`config.mk`:
```
export PLATFORM = sky130hd
export DESIGN_NAME = imem_loader
export DESIGN_NICKNAME = d
export VERILOG_FILES = /design/src/rtl/imem_loader_pkg.sv /design/src/rtl/imem_word_counter.sv /design/src/rtl/imem_loader.sv
export SDC_FILE = /design/constraint.sdc
export NUM_CORES = 1
export LEC_CHECK = 0
export ABC_CLOCK_PERIOD_IN_PS = 6770
export CORE_ASPECT_RATIO = 1.25
export CORE_MARGIN = 1.5
export CORE_UTILIZATION = 50
export DETAILED_ROUTE_END_ITERATION = 12
export PLACE_DENSITY = 0.86
export SYNTH_ARGS = -nofsm -noshare
export SYNTH_HDL_FRONTEND = slang
export SYNTH_HIERARCHICAL = 1
export SYNTH_SLANG_ARGS = --single-unit
```
`constraint.sdc`:
```
create_clock -name clk -period 6.77 [get_ports clk]
set_clock_uncertainty 0.15 [all_clocks]
set_input_delay 1.354 -clock clk [delete_from_list [all_inputs] [get_ports clk]]
set_output_delay 1.354 -clock clk [all_outputs]
set_load 0.02 [all_outputs]
```
`src/rtl/imem_loader_pkg.sv`:
```
// imem_loader_pkg
//   Shared types and constants for the instruction-memory loader.
//   - loader_state_t : loader FSM states
//   - HOLD_CYCLES    : cycles the CPU stays held after the last write retires
//   - IMEM_WORD_W    : instruction word width
package imem_loader_pkg;

   localparam int IMEM_WORD_W = 32;
   localparam int HOLD_CYCLES = 2;

   typedef enum logic [2:0] {
      ST_IDLE,
      ST_LOAD,
      ST_CHECK,
      ST_HOLD,
      ST_RUN
   } loader_state_t;

endpackage

```
`src/rtl/imem_word_counter.sv`:
```
// imem_word_counter
//   Word address counter for the image loader. One bit wider than the
//   address so the terminal count can never alias a live address.
//   Ports:
//     clk     - clock
//     rst     - asynchronous active-low reset
//     clr_i   - synchronous clear (wins over en_i)
//     en_i    - increment by one
//     addr_o  - current word address (low AW bits of the count)
//     tc_o    - count is at N-1 (final image word)
module imem_word_counter
   import imem_loader_pkg::*;
#(
   parameter int CNT_W = 11,
   parameter int AW    = 10,
   parameter int N     = 14
) (
   input  logic          clk,
   input  logic          rst,
   input  logic          clr_i,
   input  logic          en_i,
   output logic [AW-1:0] addr_o,
   output logic          tc_o
);

   logic [CNT_W-1:0] cnt_q, cnt_d;

   always_comb begin
      cnt_d = cnt_q;
      if (clr_i)     cnt_d = '0;
      else if (en_i) cnt_d = cnt_q + 1'b1;
   end

   always_ff @(posedge clk or negedge rst) begin
      if (!rst) cnt_q <= '0;
      else      cnt_q <= cnt_d;
   end

   assign addr_o = cnt_q[AW-1:0];
   assign tc_o   = (cnt_q == CNT_W'(N - 1));

endmodule

```
`src/rtl/imem_loader.sv`:
```
// imem_loader
//   Streams a program image into instruction memory and holds the CPU core
//   in reset until the image is complete.
//   Optional feature: define IMEM_LOADER_CHECKSUM_EN to require a trailing
//   modulo-2^32 sum word after the image; a mismatch sets err and leaves
//   the CPU held in IDLE. Without it, err is tied to 0.
//   Ports:
//     clk, rst          - clock, asynchronous active-low reset
//     start             - one-cycle pulse, begins a (re)load from IDLE/RUN
//     s_valid/s_data    - source word stream, s_ready - word accepted
//     imem_we/addr/wdata- registered instruction memory write port
//     cpu_rst_n         - active-low reset to the CPU core
//     busy/done/err     - status (LOAD/CHECK/HOLD, RUN, sticky error)
module imem_loader
   import imem_loader_pkg::*;
#(
   parameter int          IMEM_DEPTH    = 1024,
   parameter logic [31:0] MAX_INST_ADDR = 32'h34
) (
   input  logic                          clk,
   input  logic                          rst,
   input  logic                          start,
   input  logic                          s_valid,
   input  logic [IMEM_WORD_W-1:0]        s_data,
   output logic                          s_ready,
   output logic                          imem_we,
   output logic [$clog2(IMEM_DEPTH)-1:0] imem_addr,
   output logic [IMEM_WORD_W-1:0]        imem_wdata,
   output logic                          cpu_rst_n,
   output logic                          busy,
   output logic                          done,
   output logic                          err
);

   localparam int AW    = $clog2(IMEM_DEPTH);
   localparam int CNT_W = AW + 1;
   localparam int N     = int'(MAX_INST_ADDR >> 2) + 1;
   localparam int HW    = $clog2(HOLD_CYCLES + 1);

   loader_state_t        state_q, state_d;
   logic [HW-1:0]        hold_q, hold_d;
   logic                 s_ready_q, imem_we_q, cpu_rst_n_q, busy_q, done_q;
   logic [AW-1:0]        imem_addr_q;
   logic [IMEM_WORD_W-1:0] imem_wdata_q;

   logic          fire, load_fire, start_ok, tc;
   logic [AW-1:0] cnt_addr;

   // s_ready_q mirrors the state, so a transfer is simply valid while ready
   assign fire      = s_valid && s_ready_q;
   assign load_fire = fire && (state_q == ST_LOAD);
   // start only acts outside an image in progress
   assign start_ok  = start && ((state_q == ST_IDLE) || (state_q == ST_RUN));

   imem_word_counter #(
      .CNT_W (CNT_W),
      .AW    (AW),
      .N     (N)
   ) u_cnt (
      .clk    (clk),
      .rst    (rst),
      .clr_i  (start_ok),
      .en_i   (load_fire),
      .addr_o (cnt_addr),
      .tc_o   (tc)
   );

`ifdef IMEM_LOADER_CHECKSUM_EN
   logic [IMEM_WORD_W-1:0] sum_q;
   logic                   err_q, err_d;
`endif

   always_comb begin
      state_d = state_q;
      hold_d  = hold_q;
`ifdef IMEM_LOADER_CHECKSUM_EN
      err_d   = err_q;
`endif
      case (state_q)
         ST_IDLE: begin
            if (start) begin
               state_d = ST_LOAD;
`ifdef IMEM_LOADER_CHECKSUM_EN
               err_d   = 1'b0;
`endif
            end
         end
         ST_LOAD: begin
            if (load_fire && tc) begin
`ifdef IMEM_LOADER_CHECKSUM_EN
               state_d = ST_CHECK;
`else
               state_d = ST_HOLD;
`endif
               hold_d  = '0;
            end
         end
`ifdef IMEM_LOADER_CHECKSUM_EN
         ST_CHECK: begin
            if (fire) begin
               if (s_data == sum_q) begin
                  state_d = ST_HOLD;
                  hold_d  = '0;
               end else begin
                  state_d = ST_IDLE;
                  err_d   = 1'b1;
               end
            end
         end
`endif
         ST_HOLD: begin
            // The first HOLD cycle carries the final write; the CPU is then
            // kept in reset for HOLD_CYCLES more cycles after it retires.
            if (hold_q == HW'(HOLD_CYCLES)) state_d = ST_RUN;
            else                            hold_d  = hold_q + 1'b1;
         end
         ST_RUN: begin
            if (start) state_d = ST_LOAD;
         end
         default: state_d = ST_IDLE;
      endcase
   end

   // All outputs are registered from the next state, so cpu_rst_n drops on
   // the same edge that accepts a restart from RUN.
   always_ff @(posedge clk or negedge rst) begin
      if (!rst) begin
         state_q      <= ST_IDLE;
         hold_q       <= '0;
         s_ready_q    <= 1'b0;
         imem_we_q    <= 1'b0;
         imem_addr_q  <= '0;
         imem_wdata_q <= '0;
         cpu_rst_n_q  <= 1'b0;
         busy_q       <= 1'b0;
         done_q       <= 1'b0;
      end else begin
         state_q     <= state_d;
         hold_q      <= hold_d;
         s_ready_q   <= (state_d == ST_LOAD) || (state_d == ST_CHECK);
         cpu_rst_n_q <= (state_d == ST_RUN);
         busy_q      <= (state_d == ST_LOAD) || (state_d == ST_CHECK) ||
                        (state_d == ST_HOLD);
         done_q      <= (state_d == ST_RUN);
         imem_we_q   <= load_fire;
         if (load_fire) begin
            imem_addr_q  <= cnt_addr;
            imem_wdata_q <= s_data;
         end
      end
   end

`ifdef IMEM_LOADER_CHECKSUM_EN
   always_ff @(posedge clk or negedge rst) begin
      if (!rst) begin
         sum_q <= '0;
         err_q <= 1'b0;
      end else begin
         err_q <= err_d;
         if (start_ok)       sum_q <= '0;
         else if (load_fire) sum_q <= sum_q + s_data;
      end
   end
   assign err = err_q;
`else
   assign err = 1'b0;
`endif

   assign s_ready    = s_ready_q;
   assign imem_we    = imem_we_q;
   assign imem_addr  = imem_addr_q;
   assign imem_wdata = imem_wdata_q;
   assign cpu_rst_n  = cpu_rst_n_q;
   assign busy       = busy_q;
   assign done       = done_q;

endmodule

```
* Word-level counts from Yosys, hierarchy flattened
Cells that the tools add are included.
Word-level totals: register bits after elaboration 62, latch bits 0, RAM bits 0, bits in read-only memories 0, input bits 36, memories kept 0
Cells by class: add/sub/neg operators 2, $mul 0, div/mod/pow operators 0, $lt $le $gt $ge 0, eq/ne operators 11, shifts and indexed selects 0, muxes and demuxes 9, bitwise logic cells 0, reduce and logical (&&, ||, !) cells 12
Operators by type and width (count):
- $mux 11 | 2
- $add 11x1->11 const B | 1
- $eq 11x4->1 const B | 1
- $eq 3x2->1 const B | 3
- $mux 3 | 3
- $pmux 3 s3 | 1
- $eq 3x1->1 const B | 2
- $eq 3x3->1 const B | 2
- $logic_and 1x1->1 | 4
- $mux 2 | 2
- $pmux 2 s2 | 1
- $reduce_bool 2->1 | 2
- $logic_not 3->1 | 1
- $logic_or 1x1->1 | 3
- $reduce_and 3->1 | 1
- $add 2x1->2 const B | 1
- $eq 2x2->1 const B | 1
- $ne 2x1->1 const B | 1
- $ne 2x2->1 const B | 1
- $reduce_or 2->1 | 1

* Longest topological paths before layout
depth in word-level cells 8, mapped depth 9, gate-level depth less buffers 7

* By module
Netlist, hierarchy kept.
By module, submodules not included:
- imem_loader | times used 1, cells each 120, area an instance 2000.7 um^2, seq. area each 1276.2 um^2
- imem_word_counter | times used 1, cells each 70, area an instance 658.1 um^2, seq. area each 275.3 um^2

* Worst setup path before layout
Ideal clock, no wire load.
path kind input -> register, start input port s_valid, end register u_cnt.cnt_q[10], setup time 0.125 ns, data arrival time 2.712 ns, data required time 6.495 ns, slack 3.783 ns, stages 8, cell sequence nand4b_4 > clkbuf_8 > inv_1 > buf_4 > o2111ai_1 > buf_2 > nor4_1 > mux2_2
Between the ends: cells in the longest elaborated chain, start to end 3
RTL lines:
- from (decl) | RTL line imem_loader.sv:23 | input logic s_valid,
- $logic_and 1x1->1 | RTL line imem_loader.sv:50 | assign fire = s_valid && s_ready_q;
- $logic_and 1x1->1 | RTL line imem_loader.sv:51 | assign load_fire = fire && (state_q == ST_LOAD);
- named net load_fire | RTL line imem_loader.sv:46 | logic fire, load_fire, start_ok, tc;
- $reduce_bool 2->1 (no line)
- to (signal assigned) | RTL line imem_word_counter.sv:36 | else cnt_q <= cnt_d;
- to (decl) | RTL line imem_word_counter.sv:26 | logic [CNT_W-1:0] cnt_q, cnt_d;
The timed path passes the listed nets, and every way through them passes these cells. A chain may end at the register's enable or synchronous reset.

* Worst setup path after layout
Ends and elaborated chain as after synthesis.

==> impl_metrics.py <==
metrics = {
    "status": {
        "status": "finished clean",
    },
    "grt": {
        "grt_first_pass_wirelength_um": 7840,
        "grt.total_usage_pct": 18.2,
        "grt_antenna_before_repair": 0,
        "grt_pass1_vias": 1731,
        "grt-ovfl-total": 0,
        "grt_max_degree": 63,
    },
    "power_and_ir_drop": {
        "max-vdd-ir-drop_uv": 276,
        "p_int_uw": 1070,
        "power.share.switching_pct": 33.4,
        "share_comb_of_total_power_pct": 42.6,
        "clock_power_share_pct": 19.8,
        "power_density_nw_per_um2": 446,
        "leakage_uw": 0.00154,
        "finalPower_uw": 1610,
        "p_switching_uw": 536,
        "p_seq_share_pct": 37.6,
    },
    "route": {
        "totalWireLength_um": 4830,
        "viasPerCell": 5.31,
        "vias": 1769,
        "ant_nets": 0,
        "drc": 0,
        "drtIter0Drc": 86,
        "wl_per_cell_um": 14.5,
        "drt_first_pass_iters": 4,
    },
    "die": {
        "dieArea_sq_um": 5770,
        "die_w_um": 68.2,
        "core_region_area_sq_um": 5120,
        "initial_utilization_pct": 52.0,
        "die_h_um": 84.5,
        "io_pins": 84,
        "rows": 29,
    },
    "run": {
        "max_cap_violations": 0,
    },
    "yosys": {
        "synth-warning-count": 6,
        "netlist_instances": 190,
        "netlist_area_sq_um": 2660,
        "async_flop_share_pct": 100,
        "post-synth-top-count-cell": "dfrtp_1",
        "synth_top_cell_by_area": "dfrtp_1",
        "synth-edff-count": 0,
        "yosysSeqAreaShare_pct": 58.4,
        "syn-num-nets": 229,
        "avgSynthCellArea_sq_um": 14.0,
        "synth-seq-cells": 62,
        "synth_cell_type_count": 36,
        "synth_top_area_share_pct": 58.4,
        "synth_area_leaders": "dfrtp_1 (58%), mux2_2 (17%), buf_4 (3.7%), clkbuf_8 (2.1%), mux2_4 (1.7%)",
        "ys_top_cells_by_count": "dfrtp_1 (62), mux2_2 (40), buf_4 (13)",
        "synth_ff_type": "dfrtp_1",
    },
    "timing": {
        "tns_ps": 0,
        "slew_violations": 0,
        "worst_pin_slew_ps": 759,
        "fin_ws_ps": 2730,
        "slew_headroom_pct": 49.3,
        "max_freq_mhz": 247,
        "rsz0062_at_grt": "no",
        "post-route-period-util_pct": 59.7,
        "setup_viol": 0,
        "finalCriticalPeriod_ps": 4040,
        "final-hold-violation-count": 0,
    },
    "worst_setup_path": {
        "path_cells": "clkdlybuf4s50_1, nand4b_4, inv_1, o2111ai_1, nor4_1, mux2_2",
        "cp_max_fo": 43,
        "crit_required_ps": 6830,
        "critical-path-slowest-cell": "nand4b_4",
        "worstPathArrival_ps": 4100,
        "end_kind": "flip-flop",
        "crit_type": "input pin to flip-flop",
        "crit_path_max_incr_delay_ps": 610,
        "critPathLaunchType": "input pin",
        "ff2ff_path_depth": 6,
    },
    "clocking": {
        "cts.sinks": 62,
        "cts_resized": 0,
        "cts_hold_buf": 0,
        "postCtsSetupBuffers": 0,
        "cts-root-buf": "clkbuf_8",
        "cts_buffer_depth": 2,
        "insertion_delay_ps": 320,
        "cts_tree": "done",
        "clkSlewWorstSetupHoldPaths_ps": 70,
        "cts.htree.levels": 3,
        "cts_buffers": 9,
    },
    "cells_and_area": {
        "num_antenna_cells": 0,
        "fin_nets": 305,
        "drive_gt1_share_pct": 24.0,
        "area_delta_synth_final_pct": 35.6,
    },
    "placement": {
        "dp_slack_ps": 2370,
        "routabilityCongestion": 0.803,
        "placement.io_buffers": 82,
        "dp_hpwl_um": 3180,
    },
    "worst_hold_path": {
        "min_path_type": "flip-flop to flip-flop",
        "holdPathStages": 1,
    },
}
## stage by stage
stage | hold slack (ps) | utilization, % | cell area [sq um] | instances
6_report | 334 | 70.5 | 3610 | 333
5_1_grt | 360 | 70.5 | 3610 | 333
4_1_cts | 339 | 70.5 | 3610 | 333
3_5_place_dp | 330 | 66.6 | 3410 | 317
3_3_place_gp | 312 | 66.6 | 3410 | 317
2_1_floorplan | 301 | - | 2660 | 190
## area by class of cell
type                            count  area, sq um
Inverter                            6         22.5
Timing Repair Buffer               84          831
Fill cell                         389         1510
Sequential cell                    62         1550
Clock buffer                       12          155
Tap cell                           62         77.6
Clock inverter                      4         45.0
Multi-Input combinational cell    103          923
## registers in the layout, summed over array words and instances, names as in the netlist, 2 cells and up
signal and count:
imem_wdata 32, u_cnt/cnt_q 11, imem_addr 10, state_q 3, hold_q 2
## worst max-delay path: cells and delay by family
kind,cells,cell delay [ps]
compound gates,1,400
mux,1,380
buf+inv,2,1010
simple gates,2,940
## worst paths after layout
path / from / end / slack, ps
max: s_valid / u_cnt/cnt_q[10] / 2730
min in group asynchronous: rst / state_q[0] / 1030
max in group asynchronous: rst / imem_addr[5] / 4950
min reg2reg: hold_q[0] / hold_q[0] / 330
min: hold_q[0] / hold_q[0] / 330
max reg2reg: state_q[2] / u_cnt/cnt_q[10] / 3610
## layer usage
metal	up-vias	wire, um	global-route usage, %	share of wire (%)
met4	0	55	9.27	1.1
met1	897	1910	21.6	40
li1	817	-	-	-
met5	-	0	0	0
met3	6	216	3.62	4.5
met2	49	2650	30.6	55
## layout by cell type (no fill, tap or decap), types with 4 or more instances in the layout
cell type and n:
nand2_1 4, a21oi_1 5, inv_1 6, or4_1 5, clkbuf_8 11, nor2_1 6, dfrtp_1 62, clkdlybuf4s50_1 81
mux2_2 40, o31ai_1 4
## power groups by stage
| stage | registers [uW] | logic [uW] | clock network (uW) |
|---|---|---|---|
| 2_1_floorplan | 748 | 268 | 0 |
| 3_3_place_gp | 604 | 678 | 0 |
| 3_5_place_dp | 610 | 689 | 0 |
| 4_1_cts | 604 | 694 | 327 |
| 5_1_grt | 623 | 731 | 345 |
| 6_report | 603 | 685 | 318 |
## kinds of logic after synthesis
family | share of synthesized area (%)
AO/OA/AOI/OAI | 4.85
XOR/XNOR | 1.32
adder cells (fa/ha/maj) | 1.41
buffers and inverters | 6.92
flip-flops | 58.4
multiplexers | 19.0
other | 0.141
AND/OR/NAND/NOR | 8.00
No activity file was read; power rests on OpenSTA's default activity.
